File: src/rtl/sram_arb_pkg.sv
// Shared types and constants for the SRAM port arbiter.
// Also holds the modulo-increment helper used for round-robin pointers.
package sram_arb_pkg;

    typedef enum logic {
        ARB  = 1'b0,
        LOCK = 1'b1
    } arb_state_e;

    localparam int REQ_INCOPY = 0;
    localparam int REQ_ENGINE = 1;
    localparam int REQ_DBG    = 2;

    localparam int DEF_AW = 10;
    localparam int DEF_DW = 64;

    function automatic int wrap_inc(input int i, input int n);
        return (i + 1 >= n) ? 0 : i + 1;
    endfunction

endpackage

File: src/rtl/sram_port_arbiter_rr_pick.sv
// Combinational one-hot picker: first eligible request at or after ptr, wrapping.
// A zero pointer turns it into a plain lowest-index priority encoder.
module rr_pick #(
    parameter int N = 3
) (
    input  logic [N-1:0]         req,
    input  logic [$clog2(N)-1:0] ptr,
    input  logic [N-1:0]         mask,
    output logic [N-1:0]         pick
);

    logic [N-1:0] elig;
    logic         found;
    int           idx;

    always_comb begin
        elig  = req & mask;
        pick  = '0;
        found = 1'b0;
        idx   = 0;
        for (int k = 0; k < N; k++) begin
            idx = int'(ptr) + k;
            if (idx >= N) idx = idx - N;
            if (!found && elig[idx]) begin
                pick[idx] = 1'b1;
                found     = 1'b1;
            end
        end
    end

endmodule

File: src/rtl/sram_port_arbiter.sv
// Per-cycle arbiter sharing one single-port SRAM among NREQ requesters,
// with bounded burst lock and read-data return to the issuing requester.
module sram_port_arbiter
    import sram_arb_pkg::*;
#(
    parameter int NREQ     = 3,
    parameter int AW       = DEF_AW,
    parameter int DW       = DEF_DW,
    parameter int MAX_LOCK = 16
) (
    input  logic                    axi_clk,
    input  logic                    rst,
    input  logic                    cfg_fixed_prio,
    input  logic [NREQ-1:0]         req_en,
    input  logic [NREQ-1:0]         req_we,
    input  logic [NREQ-1:0]         req_lock,
    input  logic [NREQ*AW-1:0]      req_adr,
    input  logic [NREQ*DW-1:0]      req_d,
    output logic [NREQ-1:0]         gnt,
    output logic [NREQ-1:0]         rvld,
    output logic [DW-1:0]           rdata,
    output logic                    ram_en,
    output logic                    ram_we,
    output logic [AW-1:0]           ram_adr,
    output logic [DW-1:0]           ram_d,
    input  logic [DW-1:0]           ram_q,
    output logic [$clog2(NREQ)-1:0] lock_owner,
    output logic                    locked
);

    localparam int IW = $clog2(NREQ);
    localparam int CW = $clog2(MAX_LOCK + 1);

    arb_state_e      state, state_nxt;
    logic [IW-1:0]   rr_ptr, rr_ptr_nxt, lock_owner_nxt, rd_owner, blk_owner, start_ptr, gidx;
    logic [CW-1:0]   lock_cnt, lock_cnt_nxt;
    logic            rd_pend, blk_relock, forced, owner_hold, may_lock;
    logic [NREQ-1:0] owner_oh, pick_mask, pick;

    assign owner_oh   = NREQ'(1) << lock_owner;
    assign forced     = (state == LOCK) && (lock_cnt >= CW'(MAX_LOCK));
    assign owner_hold = (state == LOCK) && !forced && req_en[lock_owner] && req_lock[lock_owner];
    // On a forced release the owner only gets the slot if nobody else wants it.
    assign pick_mask  = forced ? ~owner_oh : '1;
    assign start_ptr  = cfg_fixed_prio ? '0 : rr_ptr;

    rr_pick #(.N(NREQ)) u_pick (
        .req  (req_en),
        .ptr  (start_ptr),
        .mask (pick_mask),
        .pick (pick)
    );

    always_comb begin
        gnt = '0;
        if (!rst) begin
            if (owner_hold)                        gnt = owner_oh;
            else if (|pick)                        gnt = pick;
            else if (forced && req_en[lock_owner]) gnt = owner_oh;
        end
    end

    always_comb begin
        gidx = '0;
        for (int i = 0; i < NREQ; i++)
            if (gnt[i]) gidx = IW'(i);
    end

    assign ram_en  = |gnt;
    assign ram_we  = ram_en & req_we[gidx];
    assign ram_adr = ram_en ? req_adr[int'(gidx)*AW +: AW] : '0;
    assign ram_d   = ram_en ? req_d[int'(gidx)*DW +: DW] : '0;
    assign rvld    = (rd_pend && !rst) ? (NREQ'(1) << rd_owner) : '0;
    assign rdata   = ram_q;
    assign locked  = (state == LOCK);

    always_comb begin
        state_nxt      = state;
        rr_ptr_nxt     = rr_ptr;
        lock_owner_nxt = lock_owner;
        lock_cnt_nxt   = lock_cnt;
        may_lock       = req_lock[gidx]
                         && !(forced && gidx == lock_owner)
                         && !(blk_relock && gidx == blk_owner);
        if (owner_hold) begin
            lock_cnt_nxt = lock_cnt + 1'b1;
        end else begin
            state_nxt    = ARB;
            lock_cnt_nxt = '0;
            if (forced)      rr_ptr_nxt = IW'(wrap_inc(int'(lock_owner), NREQ));
            else if (ram_en) rr_ptr_nxt = IW'(wrap_inc(int'(gidx), NREQ));
            if (ram_en && may_lock) begin
                state_nxt      = LOCK;
                lock_owner_nxt = gidx;
                lock_cnt_nxt   = CW'(1);
            end
        end
    end

    always_ff @(posedge axi_clk) begin
        if (rst) begin
            state      <= ARB;
            rr_ptr     <= '0;
            lock_owner <= '0;
            lock_cnt   <= '0;
            rd_pend    <= 1'b0;
            rd_owner   <= '0;
            blk_relock <= 1'b0;
            blk_owner  <= '0;
        end else begin
            state      <= state_nxt;
            rr_ptr     <= rr_ptr_nxt;
            lock_owner <= lock_owner_nxt;
            lock_cnt   <= lock_cnt_nxt;
            rd_pend    <= ram_en & ~ram_we;
            rd_owner   <= gidx;
            blk_relock <= forced;
            blk_owner  <= lock_owner;
        end
    end

endmodule

File: config.mk
export PLATFORM = sky130hd
export DESIGN_NAME = sram_port_arbiter
export DESIGN_NICKNAME = d
export VERILOG_FILES = /design/src/rtl/sram_arb_pkg.sv /design/src/rtl/sram_port_arbiter_rr_pick.sv /design/src/rtl/sram_port_arbiter.sv
export SDC_FILE = /design/constraint.sdc
export NUM_CORES = 1
export LEC_CHECK = 0
export ABC_CLOCK_PERIOD_IN_PS = 5370
export BUFFER_PORTS_ARGS = -buffer_cell sky130_fd_sc_hd__buf_2
export CORE_AREA = 8 8 166 168
export CTS_BUF_LIST = sky130_fd_sc_hd__clkbuf_4 sky130_fd_sc_hd__clkbuf_8 sky130_fd_sc_hd__clkbuf_16
export CTS_CLUSTER_DIAMETER = 100
export CTS_CLUSTER_SIZE = 25
export DETAILED_ROUTE_END_ITERATION = 16
export DIE_AREA = 0 0 174 176
export PLACE_DENSITY_LB_ADDON = 0.08
export SLEW_MARGIN = 10
export SYNTH_ARGS = -nofsm -noshare
export SYNTH_HDL_FRONTEND = slang
export SYNTH_SLANG_ARGS = --single-unit
File: constraint.sdc
create_clock -name axi_clk -period 5.37 [get_ports axi_clk]
set_input_delay 0.537 -clock axi_clk [delete_from_list [all_inputs] [get_ports axi_clk]]
set_output_delay 0.537 -clock axi_clk [all_outputs]
set_load 0.02 [all_outputs]
# Yosys cells after proc, flatten, opt, wreduce, memory -nomap -nowiden
# Cells that the tools add are included.
dict set report totals {
  register_bits 16
  input_bits 298
  word_cells 121
  out_inout_bits 149
}
dict set report op_classes {
  magnitude_cmp 14
  shifts 4
  n_mux 49
  bitwise 8
  n_addsub 8
  reduce_logical 27
  mul 1
  n_eq_ne 2
}
# op n
set op_table {}
lappend op_table {{192-bit by 9-bit indexed part select with 64-bit output} 1}
lappend op_table {{32-bit by 1-bit greater-or-equal comparator with 1-bit output (second input constant)} 3}
lappend op_table {{32-bit by 4-bit < comparator with 1-bit output (second input constant)} 3}
lappend op_table {{32-bit 2-to-1 mux} 3}
lappend op_table {{32-bit by 3-bit greater-or-equal comparator with 1-bit output (second input constant)} 2}
lappend op_table {{64-bit 2-to-1 mux} 1}
lappend op_table {{32-bit by 3-bit subtractor with 32-bit output (second input constant)} 2}
lappend op_table {{30-bit by 7-bit indexed part select with 10-bit output} 1}
lappend op_table {{3-bit 2-to-1 mux} 9}
lappend op_table {{1-bit 2-to-1 mux} 18}
lappend op_table {{1-bit logical AND} 16}
lappend op_table {{1-bit binary-select mux with 2-bit select} 7}
lappend op_table {{2-bit 2-to-1 mux} 6}
lappend op_table {{10-bit 2-to-1 mux} 1}
lappend op_table {{2-bit by 1-bit adder with 3-bit output (second input constant)} 3}
lappend op_table {{1-bit demux with 2-bit select} 3}
lappend op_table {{3-bit by 2-bit greater-or-equal comparator with 1-bit output (second input constant)} 2}
lappend op_table {{1-bit logical NOT} 6}
lappend op_table {{2-bit by 3-bit < comparator with 1-bit output (second input constant)} 2}
lappend op_table {{3-bit bitwise OR} 2}
lappend op_table {{3-bit OR reduction} 2}
lappend op_table {{1-bit by 2-bit left shift with 3-bit output (first input constant)} 2}
lappend op_table {{5-bit by 1-bit adder with 5-bit output (second input constant)} 1}
lappend op_table {{5-bit greater-or-equal comparator (second input constant)} 1}
lappend op_table {{other kinds (12)} 16}

# Logic depth before layout (Yosys ltp)
# Gate-level depths: netlist (run 1).
dict set report depth {
  word_depth 28
  ltp_mapped 16
  depth_no_buf 14
}

# By module
# A second synthesis (run 1) with hierarchy kept.
dict set report unflattened {
  hier_cells 437
  hier_area_um2 3316.9
}
# mod seq_area_each_um2 cells_per_inst area_each_um2 instances
set by_module_without_submodules {}
lappend by_module_without_submodules {sram_port_arbiter 320.3 402 3020.4 1}
lappend by_module_without_submodules {rr_pick 0.0 35 296.5 1}

# Worst setup path after synthesis (run 1)
# Ideal clock, no wire load.
dict set report synth_timing {
  path_type {input -> output}
  startpoint {input cfg_fixed_prio}
  endpoint {output ram_d[54]}
  stages 14
  slack_ns 1.217
  t_required_ns 4.833
  t_arrival_ns 3.616
  path_buffers 3
  path_cell_list {nand2b_1 > inv_1 > ha_1 > clkbuf_1 > and2_1 > a32oi_1 > o221ai_1 > a31oi_1 > or3_1 > o31ai_4 > buf_6 > clkbuf_1 > a22oi_1 > o21ai_0}
}
dict set report synth_between {
  elab_chain_len 21
  elab_cells_between_ends 56
  classes_between {add/sub: 5; order compare: 9; shift: 1; mux: 30; bitwise: 2; reduce/logical: 9}
}
# element line_no
set synth_rtl {}
lappend synth_rtl {{from (decl)} sram_port_arbiter.sv:13} ;# input logic cfg_fixed_prio,
lappend synth_rtl {{2-bit 2-to-1 mux *} sram_port_arbiter.sv:45} ;# assign start_ptr = cfg_fixed_prio ? '0 : rr_ptr;
lappend synth_rtl {{parallel branches: the longest is 11 deep, another holds 32-bit by 3-bit subtractor with 32-bit output} --}
lappend synth_rtl {{3-bit 2-to-1 mux *} sram_port_arbiter_rr_pick.sv:24} ;# if (!found && elig[idx]) begin
lappend synth_rtl {{3-bit OR reduction} sram_port_arbiter.sv:58} ;# else if (|pick) gnt = pick;
lappend synth_rtl {{3-bit 2-to-1 mux *} sram_port_arbiter.sv:58}
lappend synth_rtl {{3-bit 2-to-1 mux *} sram_port_arbiter.sv:57} ;# if (owner_hold) gnt = owner_oh;
lappend synth_rtl {{3-bit 2-to-1 mux *} sram_port_arbiter.sv:56} ;# if (!rst) begin
lappend synth_rtl {{via gnt[1]} sram_port_arbiter.sv:19} ;# output logic [NREQ-1:0] gnt,
lappend synth_rtl {{1-bit 2-to-1 mux} sram_port_arbiter.sv:66} ;# if (gnt[i]) gidx = IW'(i);
lappend synth_rtl {{2-bit 2-to-1 mux} sram_port_arbiter.sv:66}
lappend synth_rtl {{192-bit by 9-bit indexed part select with 64-bit output} sram_port_arbiter.sv:72} ;# assign ram_d = ram_en ? req_d[int'(gidx)*DW +: DW] : '0;
lappend synth_rtl {{64-bit 2-to-1 mux *} sram_port_arbiter.sv:72}
lappend synth_rtl {{to (decl)} sram_port_arbiter.sv:25} ;# output logic [DW-1:0] ram_d,
# Mark *: on every way through the listed nets, which the timed path passes. The select of a mux whose other input is x is not followed.

# Worst setup path after layout (run 1)
dict set report layout_timing {
  startpoint {register lock_owner[0]}
  endpoint {output ram_d[50]}
}
dict set report layout_between {
  elab_chain_len 22
  elab_cells_between_ends 41
  classes_between {shift: 2; mux: 26; bitwise: 4; reduce/logical: 9}
}
# element line_no
set layout_rtl {}
lappend layout_rtl {{from (decl)} sram_port_arbiter.sv:27} ;# output logic [$clog2(NREQ)-1:0] lock_owner,
lappend layout_rtl {{from (signal assigned)} sram_port_arbiter.sv:113} ;# lock_owner <= lock_owner_nxt;
lappend layout_rtl {{1-bit by 2-bit left shift with 3-bit output} sram_port_arbiter.sv:40} ;# assign owner_oh = NREQ'(1) << lock_owner;
lappend layout_rtl {{3-bit inverter} sram_port_arbiter.sv:44} ;# assign pick_mask = forced ? ~owner_oh : '1;
lappend layout_rtl {{3-bit 2-to-1 mux} sram_port_arbiter.sv:44}
lappend layout_rtl {{3-bit bitwise AND} sram_port_arbiter_rr_pick.sv:17} ;# elig = req & mask;
lappend layout_rtl {{1-bit binary-select mux with 2-bit select} sram_port_arbiter_rr_pick.sv:24}
lappend layout_rtl {{1-bit 2-to-1 mux (not written as such) (2 in a row)} sram_port_arbiter_rr_pick.sv:24}
lappend layout_rtl {{1-bit 2-to-1 mux} sram_port_arbiter_rr_pick.sv:24}
lappend layout_rtl {{1-bit logical NOT} sram_port_arbiter_rr_pick.sv:24}
lappend layout_rtl {{(+5 left out)} --}
lappend layout_rtl {{3-bit OR reduction} sram_port_arbiter.sv:58}
lappend layout_rtl {{3-bit 2-to-1 mux} sram_port_arbiter.sv:58}
lappend layout_rtl {{3-bit 2-to-1 mux *} sram_port_arbiter.sv:57}
lappend layout_rtl {{3-bit 2-to-1 mux *} sram_port_arbiter.sv:56}
lappend layout_rtl {{1-bit 2-to-1 mux} sram_port_arbiter.sv:66}
lappend layout_rtl {{2-bit 2-to-1 mux} sram_port_arbiter.sv:66}
lappend layout_rtl {{192-bit by 9-bit indexed part select with 64-bit output} sram_port_arbiter.sv:72}
lappend layout_rtl {{64-bit 2-to-1 mux *} sram_port_arbiter.sv:72}
# Every way passes the cells marked *; elsewhere a longest branch is shown, timed or not. The select of a mux whose other input is x is not followed.

==> results.json, run 1 <==
{
  "end_kind": "output port",
  "yosys_warnings": 0,
  "synth_cell_types": 62,
  "synth_edf_count": 0,
  "synth_seq_cells": 16,
  "cts_tree": "done",
  "clk_latency_ns": 0.24,
  "route.vias.total": 4651,
  "clk_pin_slew_ns": 0.05,
  "syn_avg_cell_area_um2": 6.521,
  "worst-path-stages": 10,
  "syn-num-nets": 799,
  "cts_root_buf": "clkbuf_16",
  "p_leak_nw": 2.213,
  "worstHoldPathType": "flop to flop",
  "drt_iter0_markers": 308,
  "rsz0062_at_grt": "no",
  "die_h_um": 176,
  "placedInstanceArea_um2": 4623,
  "ant_nets": 0,
  "wl_per_cell_um": 20.64,
  "postCtsHoldBufs": 0,
  "nNetsFinal": 1017,
  "grt_pass1_wl_mm": 30.86,
  "routabilityCongestion": 0.9183,
  "ys.flop_type": "dfxtp_1",
  "antenna_found_initial": 2,
  "coreArea_um2": 24820,
  "worst_pin_slew_ns": 0.6145,
  "synthArstFlopShare_pct": 0,
  "fin_setup_tns_ns": 0,
  "finalNonFillerCells": 1044,
  "max-slew-margin-rel_pct": 58.98,
  "final-max-slew-violation-count": 0,
  "crit_chain": "nand4b_2 > a32oi_1 > nor2_1 > o2bb2ai_1 > or3_1 > o31ai_4 > buf_4 > a22oi_1 > o21ai_0 > buf_2",
  "fin_crit_sh_pct": 84.71,
  "die_x_um": 174,
  "critPathLaunchType": "flop",
  "cap_violations": 0,
  "cts_inserted_buffers": 3,
  "postCtsSetupBuffers": 0,
  "cts_resized": 0,
  "finalCoreUtilization_pct": 19.00,
  "grt_start_max_net_pins": 157,
  "ios": 447,
  "cp_slowest_stage_delay_ns": 0.70,
  "outcome": "finished clean",
  "cp_top_family": "compound AO/OA/AOI/OAI gates",
  "htree_levels": 1,
  "criticalPathCategory": "flop to output port",
  "grt_pass1_vias": 4801,
  "cp_max_fo": 41,
  "required_ns": 4.83,
  "arrival_ns": 4.01,
  "area_delta_synth_final_pct": 45.76,
  "clock.fmax_mhz": 219.8,
  "cts_sinks": 16,
  "vdd_drop_max_uv": 145.6,
  "viasPerCell": 4.455,
  "slowest_stage": "dfxtp_1",
  "clock_skew_ns": 0.002206,
  "initial_utilization_pct": 13.03,
  "die_area_um2": 30620,
  "drc": 0,
  "postSynthCellCount": 496,
  "dp_hpwl_mm": 18.22,
  "power_density_nw_per_um2": 362.5,
  "finalHoldViolations": 0,
  "reg2reg_depth": 11,
  "drive_above_1_share_pct": 47.27,
  "routed_wl_mm": 21.55,
  "clk_path_buf_depth": 2,
  "dp_cells": 1039,
  "first_pass_iters": 5,
  "layout_min_cycle_time_ns": 4.549,
  "yosysSeqAreaShare_pct": 9.903,
  "cp_num_buf_inv": 2,
  "netlist_area_um2": 3234,
  "finish.instance_area_um2": 4715,
  "grt_overflow": 0,
  "holdPathStages": 2,
  "grt_use_total_pct": 12.81,
  "num_rows": 58,
  "setup-violations-final": 0,
  "port_buffers": 318
}
## report_power, final
part | internal [mW] | total (mW) | switching [mW]
clock | 0.113 | 0.158 | 0.0446
sequential | 0.144 | 0.172 | 0.0281
combinational | 0.461 | 1.38 | 0.919
total | 0.718 | 1.71 | 0.991
## Yosys cell counts (2+ instances only)
master | n | area [um2]
a32oi_1 | 4 | 35.03
nand4b_2 | 2 | 30.03
nor2_1 | 12 | 45.04
clkbuf_1 | 29 | 108.9
buf_4 | 66 | 495.5
dfxtp_1 | 16 | 320.3
a31oi_1 | 4 | 25.02
nand3_1 | 7 | 35.03
xor2_1 | 2 | 17.52
o2bb2ai_1 | 2 | 17.52
and2_1 | 5 | 31.28
nor3_1 | 10 | 50.05
a211oi_1 | 3 | 22.52
o31a_1 | 2 | 17.52
and3_1 | 3 | 18.77
nor2b_1 | 7 | 43.79
o211ai_1 | 2 | 15.01
a21oi_1 | 5 | 25.02
nand2_1 | 84 | 315.3
nor3b_1 | 5 | 37.54
mux2i_1 | 2 | 20.02
a311oi_1 | 2 | 17.52
a221o_1 | 2 | 20.02
inv_1 | 8 | 30.03
ha_1 | 5 | 62.56
nand2b_1 | 7 | 43.79
o31ai_1 | 2 | 15.01
nor4_1 | 4 | 25.02
buf_1 | 2 | 7.510
a22oi_1 | 75 | 563.0
o21ai_0 | 76 | 380.4
buf_2 | 11 | 55.05
## area by class of cell
class	instances	area (um2)
Sequential cell	16	320.3
Timing Repair Buffer	322	1647
Clock buffer	4	88.84
Fill cell	2927	20100
Antenna cell	1	2.502
Tap cell	330	412.9
Multi-Input combinational cell	362	2207
Inverter	9	36.28
## sequential cells by signal (all words and copies together), names as in the netlist
| register | cells |
|---|---|
| lock_cnt | 5 |
| blk_owner | 2 |
| lock_owner | 2 |
| rd_owner | 2 |
| rr_ptr | 2 |
| blk_relock | 1 |
| locked | 1 |
| rd_pend | 1 |
## kinds of logic (layout without fill, tap and decap cells)
group                      Yosys count  count (layout)  synth area share (%)
DFF                                 16              16                 9.903
other                                0               1                     0
and+or+nand+nor                    159             159                 24.60
AOI/OAI and AO/OA                  192             192                 39.77
xor gates and xnor gates             3               3                0.8125
muxes                                3               3                0.9671
buffers and inverters              118             335                 22.01
adders and majority gates            5               5                 1.934
## through the flow
| stage | worst slack, ns | power, mW | hold slack (ns) |
|---|---|---|---|
| floorplan | 1.217 | 1.112 | 0.4519 |
| global placement | 0.8543 | 1.589 | 0.4929 |
| detailed placement | 0.7818 | 1.579 | 0.4911 |
| CTS | 0.7166 | 1.743 | 0.4980 |
| global route | 0.5070 | 1.860 | 0.5311 |
| finish | 0.8210 | 1.709 | 0.4937 |
## tightest hold or removal path, cell delays in order, from the launching register on
cell,delay (ns)
dfxtp_1,0.30
nor2_1,0.09
a311oi_1,0.05
## cells in the final DEF (no fill, tap or decap), types with 7 or more instances in the layout
cell type	count
inv_1	8
a22oi_1	75
buf_2	318
nor3_1	10
nand2b_1	7
dfxtp_1	16
o21ai_0	76
nand2_1	84
nor2_1	12
nand3_1	7
nor2b_1	7
## path summary, 6_finish.rpt
path / start / end / slack [ns]
hold / removal: rr_ptr[0] / rr_ptr[0] / 0.49
setup / recovery: lock_owner[0] / ram_d[50] / 0.82
hold reg to reg: rr_ptr[0] / rr_ptr[0] / 0.49
setup reg to reg: lock_owner[0] / lock_owner[0] / 1.35
## layer usage
metal	up-vias	wire, um	GRT usage [%]
met5	-	0	0
met3	30	1960	4.016
met4	0	203	1.710
li1	2186	-	-
met1	2159	9096	16.35
met2	276	10290	21.34
Note: power is estimated with default switching activity, not from simulation.
==> run 2, diff against run 1 <==
ABC_CLOCK_PERIOD_IN_PS = 4000   (was 5370)
CORE_AREA = 8 8 169 171   (was 8 8 166 168)
DIE_AREA = 0 0 177 179   (was 0 0 174 176)
clock period = 4 ns   (was 5.37 ns; I/O delays follow)
==> run 2 against run 1 <==
- sequential power increased by 25%
- sequential cell count unchanged
- worst setup slack got worse by 0.63 ns
- global-route usage increased by 0.94 points
- highest routed layer is now met5
- clock skew about the same
- critical path depth increased by 5
- clock-buffer cell count unchanged
- via count increased by 3.3%
- largest cell class is now buffers
- design area increased by 16%
- routed wire length increased by 14%
==> results.json, run 2 (synthesized netlist as in run 1, its figures left out) <==
{
  "outcome": "finished clean",
  "first_pass_iters": 5,
  "largest_reg_flops": 5,
  "cts_inserted_buffers": 3,
  "fillerInstances": 2966,
  "dp_hpwl_mm": 20.40,
  "clk_latency_ns": 0.25,
  "port_buffers": 318,
  "grt_use_total_pct": 13.75,
  "cp_max_fo": 13,
  "rsz0062_at_grt": "yes",
  "worstHoldPathType": "input port to flop",
  "finalNonFillerCells": 1123,
  "ant_nets": 0,
  "power_density_nw_per_um2": 498.8,
  "die_x_um": 177,
  "p_leak_nw": 2.632,
  "setup-violations-final": 0,
  "finish.instance_area_um2": 5485,
  "arrival_ns": 3.41,
  "cts_tree": "done",
  "grt_overflow": 0,
  "finalCoreUtilization_pct": 21.29,
  "clock_skew_ns": 0.002493,
  "num_rows": 59,
  "clk_pin_slew_ns": 0.05,
  "wl_per_cell_um": 21.95,
  "routed_wl_mm": 24.65,
  "drt_iter0_markers": 213,
  "diodes": 0,
  "grt_pass1_vias": 4797,
  "die_h_um": 179,
  "clk_path_buf_depth": 2,
  "nNetsFinal": 1092,
  "max_flop_register": "lock_cnt",
  "final_cell_mix": "buf_2, nand2_1, o21ai_0",
  "routabilityCongestion": 0.8706,
  "criticalPathCategory": "flop to output port",
  "cts_sinks": 16,
  "antenna_found_initial": 6,
  "vdd_drop_max_uv": 190.2,
  "drive_above_1_share_pct": 53.81,
  "fin_crit_sh_pct": 95.27,
  "worst_pin_slew_ns": 0.4282,
  "coreArea_um2": 25760,
  "placedInstanceArea_um2": 5140,
  "drc": 0,
  "htree_levels": 1,
  "die_area_um2": 31680,
  "finalPower_mw": 2.736,
  "area_delta_synth_final_pct": 69.59,
  "timing.hold.ws_ns": 0.3725,
  "dp_cells": 1107,
  "grt_start_max_net_pins": 45,
  "cts_root_buf": "clkbuf_16",
  "route.vias.total": 4806,
  "critPathLaunchType": "flop",
  "initial_utilization_pct": 12.55,
  "layout_min_cycle_time_ns": 3.811,
  "cap_violations": 0,
  "layout_commonest_cell": "buf_2",
  "required_ns": 3.60,
  "clock.fmax_mhz": 262.4,
  "max-slew-margin-rel_pct": 71.39,
  "finalHoldViolations": 0,
  "grt_pass1_wl_mm": 32.65,
  "viasPerCell": 4.280,
  "final-max-slew-violation-count": 0,
  "postCtsHoldBufs": 0,
  "ios": 447,
  "end_kind": "output port"
}
-- run 2: worst paths after layout --
| path | start | depth (start not counted) | slack, ns | end |
|---|---|---|---|---|
| worst max register to register | rr_ptr[0] | 17 | 0.39 | lock_owner[0] |
| worst max-delay path | rr_ptr[0] | 15 | 0.19 | ram_d[19] |
| worst min register to register | lock_cnt[0] | 1 | 0.49 | lock_cnt[0] |
| worst min-delay path | rst | 2 | 0.37 | blk_relock |
-- run 2: metrics by stage --
| step | setup slack [ns] | TNS (ns) |
|---|---|---|
| 2_1_floorplan | 0.1206 | 0 |
| 3_3_place_gp | -0.4914 | -25.77 |
| 3_5_place_dp | -0.4608 | -25.54 |
| 4_1_cts | 0.03387 | 0 |
| 5_1_grt | -0.02958 | -0.07050 |
| 6_report | 0.1893 | 0 |
-- run 2: final cells by class --
cell class                 count  area, um2  area share [%]
timing repair buffer         396       2347           42.79
inverter                       9      38.79          0.7071
multi-input combinational    363       2271           41.40
sequential                    16      320.3           5.839
clock buffer                   4      88.84           1.620
tap                          335      419.2           7.641
-- run 2: layer usage --
layer | share of wire, % | global-route usage (%) | up-vias
met5 | 0.037 | 0 | -
met4 | 0.56 | 1.436 | 2
met3 | 7.8 | 4.149 | 24
met2 | 46 | 21.44 | 252
met1 | 46 | 18.87 | 2188
li1 | - | - | 2340
-- run 2: worst max-delay path, cell delays in order (launching register included) --
cell     delay (ns)
dfxtp_1        0.31
nor2b_2        0.16
ha_2           0.35
buf_4          0.15
and3b_1        0.19
a21bo_2        0.23
a21oi_2        0.16
a21oi_1        0.09
a221o_1        0.37
o31ai_4        0.08
buf_4          0.16
buf_12         0.16
buf_16         0.16
a22oi_1        0.09
o21ai_0        0.26
buf_2          0.23
-- run 2: timing repair --
action                     4_1_cts  5_1_grt
resized for setup                8       16
setup endpoints to repair       76       72
pin swaps                        3        3
buffers inserted                 5        3
cloned                           1        3
-- run 2: power by group --
| group | switching [mW] | total [mW] | leakage, nW | internal (mW) |
|---|---|---|---|---|
| registers | 0.0224 | 0.215 | 0.130 | 0.193 |
| logic | 1.38 | 2.30 | 2.46 | 0.920 |
| clock network | 0.0648 | 0.217 | 0.0442 | 0.152 |
| total | 1.47 | 2.74 | 2.63 | 1.26 |
